===== src/rtl/alu_seq.sv =====
// alu_seq: registered ALU with single-cycle ops and a shared iterative MUL/DIV/MOD engine.
// Define ALU_SIGNED_EN to make opcode 1111 an arithmetic shift right and SLT a signed compare.
module alu_seq #(
  parameter int WIDTH   = 32,
  parameter int SHAMT_W = 5,
  parameter int CNT_W   = 6
) (
  input  logic               clk,
  input  logic               rst_n,
  input  logic               start,
  input  logic [3:0]         cu_aluOp,
  input  logic [WIDTH-1:0]   data1,
  input  logic [WIDTH-1:0]   data2,
  input  logic [SHAMT_W-1:0] shamt,
  output logic               busy,
  output logic               done,
  output logic [WIDTH-1:0]   aluOut,
  output logic               zero,
  output logic               negative,
  output logic               div_zero
);

  typedef enum logic [1:0] {
    ST_IDLE = 2'd0,
    ST_MUL  = 2'd1,
    ST_DIV  = 2'd2
  } state_t;

  localparam logic [3:0] OP_PASS = 4'b0000;
  localparam logic [3:0] OP_ADD  = 4'b0001;
  localparam logic [3:0] OP_SUB  = 4'b0010;
  localparam logic [3:0] OP_INC  = 4'b0011;
  localparam logic [3:0] OP_DEC  = 4'b0100;
  localparam logic [3:0] OP_AND  = 4'b0101;
  localparam logic [3:0] OP_OR   = 4'b0110;
  localparam logic [3:0] OP_XOR  = 4'b0111;
  localparam logic [3:0] OP_NOT  = 4'b1000;
  localparam logic [3:0] OP_SHL  = 4'b1001;
  localparam logic [3:0] OP_SHR  = 4'b1010;
  localparam logic [3:0] OP_SLT  = 4'b1011;
  localparam logic [3:0] OP_MUL  = 4'b1100;
  localparam logic [3:0] OP_DIV  = 4'b1101;
  localparam logic [3:0] OP_MOD  = 4'b1110;
  localparam logic [3:0] OP_ASR  = 4'b1111;

  localparam logic [WIDTH-1:0] ZERO_W = {WIDTH{1'b0}};
  localparam logic [WIDTH-1:0] ONES_W = {WIDTH{1'b1}};
  localparam logic [WIDTH-1:0] ONE_W  = {{(WIDTH-1){1'b0}}, 1'b1};

  function automatic logic [WIDTH-1:0] alu_op(
    input logic [3:0]         op,
    input logic [WIDTH-1:0]   a,
    input logic [WIDTH-1:0]   b,
    input logic [SHAMT_W-1:0] sh
  );
    logic [WIDTH-1:0] r;
    case (op)
      OP_PASS: r = a;
      OP_ADD:  r = a + b;
      OP_SUB:  r = a - b;
      OP_INC:  r = a + ONE_W;
      OP_DEC:  r = a - ONE_W;
      OP_AND:  r = a & b;
      OP_OR:   r = a | b;
      OP_XOR:  r = a ^ b;
      OP_NOT:  r = ~a;
      OP_SHL:  r = a << sh;
      OP_SHR:  r = a >> sh;
`ifdef ALU_SIGNED_EN
      OP_SLT:  r = ($signed(a) < $signed(b)) ? ONE_W : ZERO_W;
      OP_ASR:  r = WIDTH'($signed(a) >>> sh);
`else
      OP_SLT:  r = (a < b) ? ONE_W : ZERO_W;
      OP_ASR:  r = ZERO_W;
`endif
      default: r = ZERO_W;
    endcase
    return r;
  endfunction

  state_t           state_r, state_n;
  logic [CNT_W-1:0] cnt_r, cnt_n;
  // eng_a: multiplicand / divisor; eng_b: multiplier / quotient; acc: product / remainder
  logic [WIDTH-1:0] eng_a_r, eng_a_n;
  logic [WIDTH-1:0] eng_b_r, eng_b_n;
  logic [WIDTH-1:0] acc_r, acc_n;
  logic             is_mod_r, is_mod_n;
  logic             busy_n, done_n, zero_n, negative_n, div_zero_n;
  logic [WIDTH-1:0] alu_out_n;
  logic             complete_s, dz_s;
  logic [WIDTH-1:0] result_s;
  logic [WIDTH:0]   rem_sh_s;
  logic             rem_ge_s;
  logic [WIDTH-1:0] rem_sub_s;

  // Next-state, engine datapath and result/flag update.
  always_comb begin
    state_n    = state_r;
    cnt_n      = cnt_r;
    eng_a_n    = eng_a_r;
    eng_b_n    = eng_b_r;
    acc_n      = acc_r;
    is_mod_n   = is_mod_r;
    complete_s = 1'b0;
    dz_s       = 1'b0;
    result_s   = ZERO_W;
    rem_sh_s   = {acc_r, eng_b_r[WIDTH-1]};
    rem_ge_s   = (rem_sh_s >= {1'b0, eng_a_r});
    rem_sub_s  = rem_sh_s[WIDTH-1:0] - eng_a_r;

    case (state_r)
      ST_IDLE: begin
        if (start) begin
          if (cu_aluOp == OP_MUL) begin
            eng_a_n = data1;
            eng_b_n = data2;
            acc_n   = ZERO_W;
            cnt_n   = CNT_W'(WIDTH);
            state_n = ST_MUL;
          end else if ((cu_aluOp == OP_DIV) || (cu_aluOp == OP_MOD)) begin
            if (data2 == ZERO_W) begin
              complete_s = 1'b1;
              dz_s       = 1'b1;
              result_s   = (cu_aluOp == OP_DIV) ? ONES_W : data1;
            end else begin
              eng_a_n  = data2;
              eng_b_n  = data1;
              acc_n    = ZERO_W;
              is_mod_n = (cu_aluOp == OP_MOD);
              cnt_n    = CNT_W'(WIDTH);
              state_n  = ST_DIV;
            end
          end else begin
            complete_s = 1'b1;
            result_s   = alu_op(cu_aluOp, data1, data2, shamt);
          end
        end else begin
          state_n = ST_IDLE;
        end
      end
      ST_MUL: begin
        acc_n   = acc_r + (eng_b_r[0] ? eng_a_r : ZERO_W);
        eng_a_n = eng_a_r << 1;
        eng_b_n = eng_b_r >> 1;
        cnt_n   = cnt_r - CNT_W'(1);
        if (cnt_r == CNT_W'(1)) begin
          complete_s = 1'b1;
          result_s   = acc_n;
          state_n    = ST_IDLE;
        end else begin
          state_n = ST_MUL;
        end
      end
      ST_DIV: begin
        // Restoring step: keep the shifted remainder when the trial subtract would go negative
        acc_n   = rem_ge_s ? rem_sub_s : rem_sh_s[WIDTH-1:0];
        eng_b_n = {eng_b_r[WIDTH-2:0], rem_ge_s};
        cnt_n   = cnt_r - CNT_W'(1);
        if (cnt_r == CNT_W'(1)) begin
          complete_s = 1'b1;
          result_s   = is_mod_r ? acc_n : eng_b_n;
          state_n    = ST_IDLE;
        end else begin
          state_n = ST_DIV;
        end
      end
      default: begin
        state_n = ST_IDLE;
      end
    endcase

    busy_n = (state_n != ST_IDLE);
    if (complete_s) begin
      done_n     = 1'b1;
      alu_out_n  = result_s;
      zero_n     = (result_s == ZERO_W);
      negative_n = result_s[WIDTH-1];
      div_zero_n = dz_s;
    end else begin
      done_n     = 1'b0;
      alu_out_n  = aluOut;
      zero_n     = zero;
      negative_n = negative;
      div_zero_n = div_zero;
    end
  end

  // State, engine and output registers.
  always_ff @(posedge clk or negedge rst_n) begin
    if (!rst_n) begin
      state_r  <= ST_IDLE;
      cnt_r    <= {CNT_W{1'b0}};
      eng_a_r  <= ZERO_W;
      eng_b_r  <= ZERO_W;
      acc_r    <= ZERO_W;
      is_mod_r <= 1'b0;
      busy     <= 1'b0;
      done     <= 1'b0;
      aluOut   <= ZERO_W;
      zero     <= 1'b1;
      negative <= 1'b0;
      div_zero <= 1'b0;
    end else begin
      state_r  <= state_n;
      cnt_r    <= cnt_n;
      eng_a_r  <= eng_a_n;
      eng_b_r  <= eng_b_n;
      acc_r    <= acc_n;
      is_mod_r <= is_mod_n;
      busy     <= busy_n;
      done     <= done_n;
      aluOut   <= alu_out_n;
      zero     <= zero_n;
      negative <= negative_n;
      div_zero <= div_zero_n;
    end
  end

endmodule


===== config.mk =====
export PLATFORM = sky130hd
export DESIGN_NAME = alu_seq
export DESIGN_NICKNAME = d
export VERILOG_FILES = /design/src/rtl/alu_seq.sv
export SDC_FILE = /design/constraint.sdc
export NUM_CORES = 1
export LEC_CHECK = 0
export ABC_CLOCK_PERIOD_IN_PS = 9140
export CORE_MARGIN = 2
export CORE_UTILIZATION = 50
export CTS_CLUSTER_SIZE = 30
export DETAILED_ROUTE_END_ITERATION = 8
export PLACE_DENSITY = 0.75
export SLEW_MARGIN = 20
export SYNTH_ARGS = -nofsm -noshare
export SYNTH_HDL_FRONTEND = slang
export SYNTH_SLANG_ARGS = --single-unit

===== constraint.sdc =====
create_clock -name clk -period 9.14 [get_ports clk]
set_input_delay 1.828 -clock clk [delete_from_list [all_inputs] [get_ports clk]]
set_output_delay 1.828 -clock clk [all_outputs]
set_load 0.02 [all_outputs]

==> run summary <==
DR vias - 26664
Critical path's slowest cell - nor4_1
Leakage - 10.8 nW
Post-synthesis sequential area ratio - 14.8%
Fin. max-slew vios - 0
Via density - 6.96
Maximum clock frequency - 135 MHz
Delay-heaviest family, CP - simple AND/OR/NAND/NOR gates
Die Y - 223 um
Global-route usage over all layers - 41.4%
DIE AREA - 0.0496 sq mm
DP Wirelength - 80.3 mm
Yosys warnings - 0
Horiz. Die Dim - 223 um
Post-route ant nets - 0
CTS tree - yes
Per-cell routed wire length - 27.5 um
CP bufs+invs - 3
Clock root buffer master - clkbuf_16
Post-synth top area share - 14.7%
Final Util - 54.7%
CTS Sinks - 141
CTS resizes - 0
Period utilization - 80.9%
Gpl congestion - 1.11
Nets - 3480
Io pins - 113
Syn nets - 3516
Async S/R FF share, synth - 100%
Post-synth EDFFs - 0
Setup WS pre-CTS - 1.54 ns
First-pass iteration count of the detailed router - 7
Synth Register Bits - 141
WP data required - 9.50 ns
PwrDens - 219 mW/mm^2
Critical path class - in2reg
Syn Area/Cell - 7.38 sq um
Slew headroom - 22.9%
CTS clk-pin slew, worst paths - 0.06 ns
Period minus WS final - 7.39 ns
Post-CTS Hold Fix Bufs - 0
Final setup fails - 0
Max_cap viols - 0
Setup ws final - 1.75 ns
Setup repair after global routing missed its margin - no
Post-synth cell types - 98
Final-report hold violation count - 0
Worst Max-Slew Pin Slew - 1.14 ns
Synth area leaders - dfrtp_1, ha_1, o21ai_0
Worst clock skew - 0.0129 ns
Vias in the first global route - 24360
Area growth syn-to-layout - 8.50%
Max FO, Critical Path - 7
HP Class - reg2reg
Initial Utilization - 50.4%
Total Power - 5.68 mW
Dominant synthesized flop cell - dfrtp_1
Clock latency at the later pin of the worst-skew pair - 0.45 ns
# H-tree levels - 4
DRT Wirelength - 105 mm
Cells after synthesis - 3239
Crit path largest cell delay - 0.60 ns
First-pass GRT wire length - 156 mm
Status - complete, no violations
CP dominant cell by count - nand2_1
CP endpoint kind - flip-flop
Setup TNS - 0 ns
Core Region - 0.0474 sq mm
Clock Path Buffers - 2
Post-CTS Setup Repair Bufs - 0
Initial drt markers - 3852
CP startpoint kind - input port
Ratio of cells with drive above 1 in the final layout - 7.81%
Critical Path AT - 7.75 ns
Initial antenna violation count - 2
Num CTS Buffers - 17
Cells along the critical path - clkdlybuf4s50_1 > inv_1 > ha_1 > nor3b_1 > buf_4 > nand2_1 > nor2_1 > nand2_1 > nor2_1 > xnor2_1 > o21ai_0 > ha_1 > and3_1 > nand2_1 > nor4_1 > nor3b_1 > mux2i_1 > o31ai_1 > o211ai_1 > a21o_1 > or4_1 > nor4_2 > nand4_1 > o32ai_2
Post-Syn Area - 0.0239 sq mm
GRT Residual Overflow - 0
Row count - 80
Largest net degree at the start of global routing - 95
Synth area leader - dfrtp_1
Drt drc - 0
Layout filler cell count - 4711
Worst vdd ir - 0.293 mV
IO buf count - 112
==> sequential cells by signal, summed over array words and instances (netlist names) <==
name      count
state_r       2
div_zero      1
cnt_r         6
eng_a_r      32
done          1
busy          1
zero          1
eng_b_r      32
is_mod_r      1
aluOut       32
acc_r        32
==> cells in the mapped netlist (all sizes together), types with 51 or more instances <==
| cell | instances |
|---|---|
| a22oi | 79 |
| mux4 | 54 |
| nand2 | 363 |
| buf | 70 |
| nand3 | 70 |
| mux2i | 138 |
| ha | 197 |
| a21oi | 236 |
| nor2 | 272 |
| dfrtp | 140 |
| clkbuf | 167 |
| xor2 | 51 |
| xnor2 | 96 |
| o21ai | 347 |
| nor3 | 58 |
| inv | 146 |
==> worst reg2reg max path: stages, from the launching register on <==
cell       delay [ns]
dfrtp_1          0.43
ha_1             0.42
nand3_1          0.25
o21bai_1         0.29
and2_1           0.26
o2111ai_1        0.46
nand4_2          0.58
nand2_1          0.54
buf_4            0.39
mux2_2           0.42
a21oi_1          0.20
or4b_4           0.49
nor4_2           0.41
nand4_1          0.17
o32ai_2          0.28
==> cell usage in the layout, fill, tap and decap left out, drive strengths merged, types with 48 or more instances in the layout <==
cell type,n
a22oi,79
nand3,70
inv,146
a21oi,236
nor2,272
mux4,54
nand2,363
ha,197
dfrtp,140
xor2,51
xnor2,96
nor3,58
clkdlybuf4s50,104
and2,48
o21ai,347
buf,77
mux2i,138
o22ai,48
==> final timing paths <==
path | startpoint | end | slack, ns | cells after the start
min in group asynchronous | rst_n | eng_a_r[27] | 1.37 | 1
worst max register to register | acc_r[2] | zero | 3.46 | 14
worst min register to register | aluOut[1] | aluOut[1] | 0.49 | 1
worst min-delay path | aluOut[1] | aluOut[1] | 0.49 | 1
worst max-delay path | data2[1] | zero | 1.75 | 24
max in group asynchronous | rst_n | eng_a_r[1] | 6.24 | 2
==> cell type report <==
class	instances	area, sq um	area share [%]
multi-input combinational	2715	18900	72.7
sequential	141	3530	13.6
timing repair buffer	182	1620	6.24
tap	615	769	2.97
inverter	146	548	2.11
clock buffer	20	447	1.72
clock inverter	11	168	0.646
antenna	1	2.50	0.00965
==> per-layer routing <==
layer  global-route usage (%)  routed length, um  vias up  share of wire, %
met2                     63.8              45400     1946                43
met3                     7.54              12300      397                12
met5                        0                 19        -             0.018
li1                         -                  -    11872                 -
met1                     54.1              40100    12447                38
met4                     24.4               7530        2               7.1
==> power breakdown <==
part | leakage [nW] | internal (mW) | switching (mW)
clock | 0.284 | 0.460 | 0.286
combinational | 8.67 | 1.29 | 2.43
sequential | 1.80 | 0.889 | 0.331
total | 10.8 | 2.64 | 3.04
==> stage by stage <==
stage                     instance area, sq um  cells  hold slack (ns)
after floorplan                          23900   3239            0.471
after global placement                   25300   3799            0.476
after detailed placement                 25300   3799            0.479
after CTS                                25900   3830            0.492
after global routing                     25900   3830            0.523
final                                    25900   3831            0.488
==> cell families after synthesis <==
group	after synthesis	share of synthesized area (%)
AO/OA/AOI/OAI	1100	29.4
AND/OR/NAND/NOR	1037	20.3
buffers and inverters	383	6.75
multiplexers	229	12.7
adder cells (fa/ha/maj)	202	10.7
XOR/XNOR	147	5.39
flip-flops	141	14.8
Note: power is estimated with default switching activity, not from simulation.
